===== src/rtl/seg7_number_display.sv =====
// Multi-digit active-low seven-segment driver: binary load -> sequential double-dabble
// BCD conversion -> stored digits -> formatted (lead blank / overflow dash / blink) hex register.

module seg7_digit (
  input  logic [3:0] digit,
  input  logic       lead_zero,
  input  logic       overflow,
  input  logic       blank_lz,
  input  logic       blank_all,
  output logic [6:0] seg
);
  localparam logic [6:0] BLANK = 7'b1111111;
  localparam logic [6:0] DASH  = 7'b0111111;

  always_comb begin
    case (digit)
      4'd0:    seg = 7'b1000000;
      4'd1:    seg = 7'b1111001;
      4'd2:    seg = 7'b0100100;
      4'd3:    seg = 7'b0110000;
      4'd4:    seg = 7'b0011001;
      4'd5:    seg = 7'b0010010;
      4'd6:    seg = 7'b0000010;
      4'd7:    seg = 7'b1111000;
      4'd8:    seg = 7'b0000000;
      4'd9:    seg = 7'b0010000;
      default: seg = BLANK;
    endcase
    if (overflow)                    seg = DASH;
    else if (blank_lz && lead_zero)  seg = BLANK;
    if (blank_all)                   seg = BLANK;
  end
endmodule

module seg7_number_display #(
  parameter int WIDTH     = 8,
  parameter int DIGITS    = 3,
  parameter int BLINK_DIV = 24
) (
  input  logic                  clk,
  input  logic                  reset,
  input  logic                  load,
  input  logic [WIDTH-1:0]      value,
  input  logic                  blank_lz,
  input  logic                  blink_en,
  output logic                  busy,
  output logic                  done,
  output logic                  overflow,
  output logic [7*DIGITS-1:0]   hex
);
  localparam int NB   = (WIDTH + 2) / 3;
  localparam int PADN = (NB > DIGITS) ? NB : DIGITS;
  localparam int CW   = $clog2(WIDTH + 1);

  typedef enum logic [1:0] {IDLE, SHIFT, LATCH} state_t;

  state_t                 state;
  logic [WIDTH-1:0]       sh;
  logic [4*NB-1:0]        bcd, bcd_adj;
  logic [4*PADN-1:0]      bcd_pad;
  logic [CW-1:0]          cnt;
  logic [DIGITS-1:0][3:0] digits;
  logic                   ovf_next;
  logic [BLINK_DIV-1:0]   blink_cnt;
  logic [DIGITS-1:0]      lead;
  logic                   run;
  logic [7*DIGITS-1:0]    hex_next;

  // add-3 correction applied before each shift
  always_comb begin
    bcd_adj = bcd;
    for (int i = 0; i < NB; i++)
      if (bcd[4*i +: 4] >= 4'd5) bcd_adj[4*i +: 4] = bcd[4*i +: 4] + 4'd3;
  end

  // widen to cover both the shown digits and any nibbles above them
  always_comb begin
    bcd_pad = '0;
    bcd_pad[4*NB-1:0] = bcd;
    ovf_next = 1'b0;
    for (int k = DIGITS; k < PADN; k++)
      if (bcd_pad[4*k +: 4] != 4'd0) ovf_next = 1'b1;
  end

  always_ff @(posedge clk or posedge reset) begin
    if (reset) begin
      state    <= IDLE;
      sh       <= '0;
      bcd      <= '0;
      cnt      <= '0;
      digits   <= '0;
      busy     <= 1'b0;
      done     <= 1'b0;
      overflow <= 1'b0;
    end else begin
      done <= 1'b0;
      case (state)
        IDLE: if (load) begin
          sh    <= value;
          bcd   <= '0;
          cnt   <= CW'(WIDTH);
          busy  <= 1'b1;
          state <= SHIFT;
        end
        SHIFT: begin
          {bcd, sh} <= {bcd_adj[4*NB-2:0], sh, 1'b0};
          cnt       <= cnt - CW'(1);
          if (cnt == CW'(1)) state <= LATCH;
        end
        LATCH: begin
          for (int k = 0; k < DIGITS; k++) digits[k] <= bcd_pad[4*k +: 4];
          overflow <= ovf_next;
          done     <= 1'b1;
          busy     <= 1'b0;
          state    <= IDLE;
        end
        default: state <= IDLE;
      endcase
    end
  end

  always_ff @(posedge clk or posedge reset) begin
    if (reset) blink_cnt <= '0;
    else       blink_cnt <= blink_cnt + BLINK_DIV'(1);
  end

  // lead[k]: digit k and every digit above it are zero; digit 0 never qualifies
  always_comb begin
    lead = '0;
    run  = 1'b1;
    for (int k = DIGITS - 1; k >= 1; k--) begin
      run     = run && (digits[k] == 4'd0);
      lead[k] = run;
    end
  end

  for (genvar k = 0; k < DIGITS; k++) begin : g_dig
    seg7_digit u_dig (
      .digit     (digits[k]),
      .lead_zero (lead[k]),
      .overflow  (overflow),
      .blank_lz  (blank_lz),
      .blank_all (blink_en && blink_cnt[BLINK_DIV-1]),
      .seg       (hex_next[7*k +: 7])
    );
  end

  always_ff @(posedge clk or posedge reset) begin
    if (reset) hex <= '1;
    else       hex <= hex_next;
  end
endmodule

===== config.mk =====
export PLATFORM = sky130hd
export DESIGN_NAME = seg7_number_display
export DESIGN_NICKNAME = d
export VERILOG_FILES = /design/src/rtl/seg7_number_display.sv
export SDC_FILE = /design/constraint.sdc
export NUM_CORES = 1
export LEC_CHECK = 0
export ABC_CLOCK_PERIOD_IN_PS = 3050
export CORE_MARGIN = 1
export CORE_UTILIZATION = 52
export DETAILED_ROUTE_END_ITERATION = 10
export GPL_TIMING_DRIVEN = 0
export PLACE_DENSITY_LB_ADDON = 0.05
export SYNTH_ARGS = -nofsm -noshare
export SYNTH_HDL_FRONTEND = slang
export SYNTH_SLANG_ARGS = --single-unit

===== constraint.sdc =====
create_clock -name clk -period 3.05 [get_ports clk]
set_input_delay 0.915 -clock clk [delete_from_list [all_inputs] [get_ports clk]]
set_output_delay 0.915 -clock clk [all_outputs]
set_load 0.01 [all_outputs]

==> results of run 1 <==
## per-layer routing
metal / part of all wire [%] / GRT usage, % / vias up / wire (um)
met3: 3.0 / 3.20 / 10 / 204
met1: 49 / 25.2 / 1330 / 3330
met4: 1.7 / 8.87 / 0 / 114
met5: 0 / 0 / - / 0
met2: 47 / 31.1 / 46 / 3200
li1: - / - / 1456 / -
## power groups by stage
stage               Combinational (mW)  Clock (mW)  Sequential (mW)
floorplan                         1.24           0             1.87
CTS                               1.87       0.808             1.82
finish                            1.85       0.784             1.82
detailed placement                1.86           0             1.84
global route                      2.12       0.852             1.87
global placement                  1.82           0             1.83
## kinds of logic after synthesis
logic type	synth area share [%]
fa+ha+maj	7.36
other cells	0.0919
compound gates	11.1
xor+xnor	5.58
flops	52.8
mux	2.70
buf+inv	3.77
simple gates	16.6
## placed cells by master (no fill, tap or decap), types with 2 or more instances in the layout
cell type | synthesis | layout
inv_1 | 22 | 21
clkdlybuf4s50_1 | 0 | 35
nor3_1 | 7 | 7
xor2_1 | 8 | 8
and3_1 | 4 | 4
nand3_1 | 7 | 7
o21ai_1 | 19 | 19
dfrtp_1 | 64 | 64
nand4_1 | 8 | 8
nand3b_1 | 2 | 2
nand2b_1 | 9 | 9
a22oi_1 | 7 | 7
a211oi_1 | 3 | 3
dfstp_2 | 21 | 21
o22ai_1 | 11 | 11
clkbuf_1 | 13 | 15
ha_1 | 24 | 24
nor3b_1 | 5 | 5
buf_2 | 3 | 3
clkinvlp_4 | 0 | 2
nand2_1 | 63 | 63
clkbuf_8 | 0 | 10
nand3_2 | 2 | 2
clkinv_2 | 0 | 2
o21ai_0 | 13 | 13
mux2_2 | 2 | 2
a21oi_1 | 19 | 19
mux2_1 | 6 | 6
xnor2_1 | 18 | 18
buf_12 | 0 | 2
nor2b_1 | 4 | 4
mux2i_1 | 2 | 2
nor2_1 | 17 | 17
o211ai_1 | 2 | 2
## per-stage QoR
step                setup WS [ns]  total power, mW  instances  cell area [um^2]  utilization, %
floorplan                    1.17             3.11        399              4090               -
global placement            0.230             3.65        533              4560            61.5
detailed placement          0.361             3.71        535              4600            62.1
CTS                         0.715             4.50        551              4790            64.7
global route                0.629             4.85        551              4790            64.7
finish                      0.734             4.46        551              4790            64.7
## sequential cells by signal, indices dropped and copies added (netlist names)
register,cells
busy,1
bcd,12
sh,8
blink_cnt,24
cnt,4
hex,21
done,1
digits,12
state,2
## final timing paths
check	from	end	slack (ns)	cells past startpoint
max	hex[15]	hex[15]	0.73	1
min	blink_cnt[0]	blink_cnt[0]	0.48	1
max reg2reg	bcd[4]	bcd[6]	1.33	6
min reg2reg	blink_cnt[0]	blink_cnt[0]	0.48	1
max in group asynchronous	reset	hex[8]	1.79	3
min in group asynchronous	reset	sh[2]	0.99	3
## cell type report
cell class	count	area, um^2	area share [%]
tap	99	124	2.58
clock buffer	12	145	3.03
timing repair buffer	37	390	8.15
buffer	17	71.3	1.49
clock inverter	4	47.5	0.992
inverter	22	86.3	1.80
multi-input combinational	275	1770	37.0
sequential	85	2150	44.9
==> summary.txt, run 1 <==
Status
  • Status: complete, no violations

Setup path
  • Required @ worst endpoint: 2.13 ns
  • Worst setup EP type: output pin
  • Worst Path Max Fanout: 1
  • Crit path cell chain: clkdlybuf4s50_1
  • Crit path launch type: register
  • CP delay by family, top: flip-flops
  • Crit-path slowest cell: dfstp_2
  • Slowest stage delay, CP: 0.53 ns
  • Critical path class: reg -> out
  • CP Buf/Inv Count: 1
  • Worst EP arrival: 1.40 ns

Global route
  • Initial antenna violation count: 0
  • Remaining global-route overflow: 0
  • Vias in the first global route: around 2800
  • Largest net degree at the start of global routing: 44
  • First-pass GRT wire length: 12.6 mm
  • Global Route Usage Sum: roughly a fifth

Clocking
  • # clock sinks: 85
  • Clock Root Buffer: clkbuf_8
  • Postcts setup bufs: 0
  • TritonCTS clock tree: built
  • Post-CTS Resized: 0
  • Max Root-Sink Buffers: 2
  • H-tree levels: 3
  • Reg clk slew, reported paths: 0.08 ns
  • TritonCTS buffer count: 9
  • Hold Buf Count CTS: 0
  • Skew-Pair Late Insertion Delay: 0.35 ns

Timing
  • Max Fclk: 432 MHz
  • Setup-failing EPs final: 0
  • Max-slew headroom: between 50 and 60%
  • Slew @ Worst Pin: 0.605 ns
  • Hold Slack: 0.476 ns
  • RSZ-0062 raised after global routing: false
  • Final cycle utilization of the critical path: about three quarters
  • Slew Viols, Final: 0
  • Setup TNS Final: 0 ns
  • Clk_skew: 0.0105 ns
  • Tmin final: 2.32 ns
  • Final hold vios: 0

Floorplan
  • Height of the chip: 90.6 um
  • FP Rows: 31
  • DIE AREA: between 8000 and 9000 um^2
  • Chip width: 90.6 um
  • Boundary pin count: 37
  • Core area: 7410 um^2
  • Initial Util: 55.1%

Place
  • Detailed Place HPWL: 4.80 mm
  • GPL Wtd Cong: about 0.83
  • Port Buffers: 35

Yosys
  • Area share of the largest cell type after synthesis: approximately two fifths
  • Mapped Avg Cell Area: a little over 10 um^2
  • Sequential share of the synthesized area: 52.8%
  • Post-synth top flop: dfrtp_1
  • Syn nets: 436
  • Most frequent cell after synthesis: dfrtp_1
  • Mapped Cells: 399
  • Top cells by area, synth: dfrtp_1 (39%), dfstp_2 (14%), ha_1 (7.4%)
  • Synth async-reset ratio: between 90% and 100%
  • Register bit total from synthesis: 85
  • Synth warn: 0
  • Synth unique cells: 43
  • Leading area contributor after synthesis: dfrtp_1
  • EDFF count, synth: 0
  • Synth top cells by count: dfrtp_1 (64), nand2_1 (63), ha_1 (24)
  • Mapped cell area: 4080 um^2

Job
  • Max-Cap Viols: 0

Detailed routing
  • Routed wire length: 6.86 mm
  • DR vias: roughly 2800
  • Initial DRC count: 131
  • Pre-antenna DRT Iters: 4
  • Remaining antenna violation count: 0
  • DR vias/cell: around 5.2
  • Routed WL per cell: 12.4 um
  • Residual DRC: 0

Power and ir drop
  • Sw power: roughly 1.6 mW
  • Sequential Power Share: 40.9%
  • Internal power: ~2.9 mW
  • Clk network pwr share: 17.6%
  • Sw Ratio: 35.9%
  • Maximum vdd drop: 0.464 mV
  • P_leak: 2.14 nW
  • Pwr dens: 931 nW/um^2
  • Comb power frac: a little over two fifths

Cells and area
  • Share of layout cells above drive strength 1: 11.5%
  • Nets: 484
  • Inserted Diodes: 0
  • Area Overhead vs Synth: 17.4%
  • Fill cells: 593

Hold path
  • Hold Path Class: reg -> reg
Note: power is estimated with default switching activity, not from simulation.
==> run 2: changes to the inputs <==
--- a/config.mk
+++ b/config.mk
@@ -5,9 +5,9 @@
 export SDC_FILE = /design/constraint.sdc
 export NUM_CORES = 1
 export LEC_CHECK = 0
-export ABC_CLOCK_PERIOD_IN_PS = 3050
+export ABC_CLOCK_PERIOD_IN_PS = 2400
 export CORE_MARGIN = 1
-export CORE_UTILIZATION = 52
+export CORE_UTILIZATION = 55
 export DETAILED_ROUTE_END_ITERATION = 10
 export GPL_TIMING_DRIVEN = 0
 export PLACE_DENSITY_LB_ADDON = 0.05
==> constraint.sdc (replaced) <==
create_clock -name clk -period 2.4 [get_ports clk]
set_input_delay 0.72 -clock clk [delete_from_list [all_inputs] [get_ports clk]]
set_output_delay 0.72 -clock clk [all_outputs]
set_load 0.01 [all_outputs]
==> run 2 against run 1 <==
  * Total power rose by 31%
  * Setup slack lost 0.47 ns
  * Critical path depth is 3 higher
  * Design area up 0.91%
  * Global-route usage grew 1.8 points
  * First-iteration DRC count fell by 7.6%
  * Count of clock-buffer cells in the layout is 1 higher
  * Sequential power increased by 27%
  * Clock power is 47% higher
  * Routed wire length is 3.1% higher
  * Flip-flop and latch count unchanged
  * Register-to-register slack got worse by 0.63 ns
  * Largest power group unchanged
==> summary.txt, run 2 (synthesis gave the netlist of run 1 again) <==
Global route
  • GR Layer Usage met1: 27.0%
  • Met2 usage: 34.0%
  • Global Route Usage Sum: 21.0%
  • Largest net degree at the start of global routing: 40
  • Layer with the highest usage: met2
  • Vias in the first global route: 2813
  • Initial antenna violation count: 0
  • First-pass GRT wire length: 12.4 mm
  • Global routing usage on met3: 3.96%
  • Remaining global-route overflow: 0

Timing
  • Tmin final: 2.14 ns
  • RSZ-0062 raised after global routing: false
  • Setup-failing EPs final: 0
  • Slew Viols, Final: 0
  • Clk_skew: 0.0103 ns
  • Final hold vios: 0
  • Slew @ Worst Pin: between 0.5 and 0.6 ns
  • Max Fclk: 468 MHz
  • Max-slew headroom: 61.1%
  • Final cycle utilization of the critical path: 89.1%
  • Hold Slack: between 0.4 and 0.5 ns

Cells and area
  • Number of flip-flops in the largest register: 24
  • Nets: about 480
  • Share of layout cells above drive strength 1: 11.7%
  • Inserted Diodes: 0
  • Final Core Density: 67.0%
  • Sequential Area: ~2200 um^2
  • Area Overhead vs Synth: 18.5%
  • Reg with most FFs: blink_cnt
  • Commonest non-fill, non-tap cell in the layout: dfrtp_1
  • Most frequent cells in the layout: dfrtp_1 (64), nand2_1 (63), clkdlybuf4s50_1 (35)
  • Top flop regs: blink_cnt: 24 flops, hex: 21 flops
  • Footprint of the multi-input gates: 1770 um^2
  • Fill cells: 586

Power and ir drop
  • Maximum vdd drop: 0.478 mV
  • P_leak: 2.15 nW
  • Pwr dens: 1210 nW/um^2

Clocking
  • Skew-Pair Late Insertion Delay: 0.35 ns
  • H-tree levels: 3
  • # clock sinks: 85
  • Clock Root Buffer: clkbuf_8
  • Reg clk slew, reported paths: 0.08 ns
  • Max Root-Sink Buffers: 2
  • Hold Buf Count CTS: 0
  • Postcts setup bufs: 0
  • TritonCTS clock tree: built
  • Post-CTS Resized: 0
  • TritonCTS buffer count: 9

Job
  • Max-Cap Viols: 0

Detailed routing
  • DR vias/cell: roughly 5.3
  • Routed WL per cell: between 10 and 15 um
  • Initial DRC count: 121
  • Residual DRC: 0
  • Remaining antenna violation count: 0
  • DR vias: just under 3000
  • Pre-antenna DRT Iters: 4
  • Routed wire length: 7.07 mm

Setup path
  • Worst EP arrival: 2.35 ns
  • Crit path launch type: primary input
  • Critical path class: in -> reg
  • Required @ worst endpoint: 2.61 ns
  • Worst setup EP type: register
  • Worst Path Max Fanout: 10
  • R2r setup slk: 0.70 ns

Place
  • Port Buffers: 35
  • GPL Wtd Cong: 0.795
  • Detailed Place HPWL: 5.06 mm

Hold path
  • Hold Path Class: reg -> reg

Floorplan
  • Chip width: a little under 90 um
  • FP Rows: 31
  • Height of the chip: a little under 90 um
  • DIE AREA: 7770 um^2
  • Boundary pin count: 37
  • Core area: 7210 um^2
  • Initial Util: 56.6%

Status
  • Status: complete, no violations
[run 2: changes by cell type in the layout (fill, tap and decap cells not counted), sizes merged]
cell and change:
clkbuf +1, clkinv -2, bufinv +1
[run 2: report_power, final]
group	switching, mW	internal [mW]	total (mW)
combinational	1.26	1.10	2.37
sequential	0.294	2.02	2.32
clock	0.478	0.672	1.15
total	2.04	3.80	5.83
[run 2: per-stage QoR]
step	cells	instance area [um^2]	setup TNS (ns)	power, mW	setup WS, ns
final	551	4840	0	5.83	0.263
after global placement	533	4560	-13.88	4.63	-0.210
after detailed placement	535	4600	-0.961	4.71	-0.103
after global routing	551	4840	0	6.35	0.168
after CTS	551	4840	0	5.88	0.247
after floorplan	399	4090	0	3.95	0.717
[run 2: final cells by class]
type | count | area share (%)
buffer | 17 | 1.47
clock buffer | 13 | 3.49
clock inverter | 3 | 1.40
inverter | 22 | 1.79
multi-input combinational | 275 | 36.7
sequential | 85 | 44.5
tap | 99 | 2.56
timing repair buffer | 37 | 8.07
[run 2: path summary, 6_finish.rpt]
| path | depth (start not counted) | from | endpoint |
|---|---|---|---|
| max | 4 | load | bcd[9] |
| min | 1 | blink_cnt[22] | blink_cnt[22] |
| max reg2reg | 3 | state[0] | bcd[9] |
| min reg2reg | 1 | blink_cnt[22] | blink_cnt[22] |
| max in group asynchronous | 4 | reset | hex[8] |
| min in group asynchronous | 2 | reset | blink_cnt[6] |
[run 2: metal layers]
metal / vias up / part of all wire, %
met2: 52 / 47
met1: 1396 / 48
met4: 0 / 2.1
met3: 13 / 3.1
li1: 1452 / -
met5: - / 0
[run 2: critical path: stages]
cell and delay [ns]:
clkdlybuf4s50_1 0.48, nor3b_1 0.51, clkbuf_1 0.47, o22ai_1 0.17
==> run 3: changes to the inputs <==
==> constraint.sdc (replaced) <==
create_clock -name clk -period 2.4 [get_ports clk]
set_input_delay 0.48 -clock clk [delete_from_list [all_inputs] [get_ports clk]]
set_output_delay 0.48 -clock clk [all_outputs]
set_load 0.01 [all_outputs]
==> results of run 3 <==
Same layout as run 2 (identical final DEF). Status: complete, no violations.
Among the figures that moved: setup slack after placement -0.103 ns -> 0.137 ns; setup slack after layout 0.263 ns -> 0.503 ns
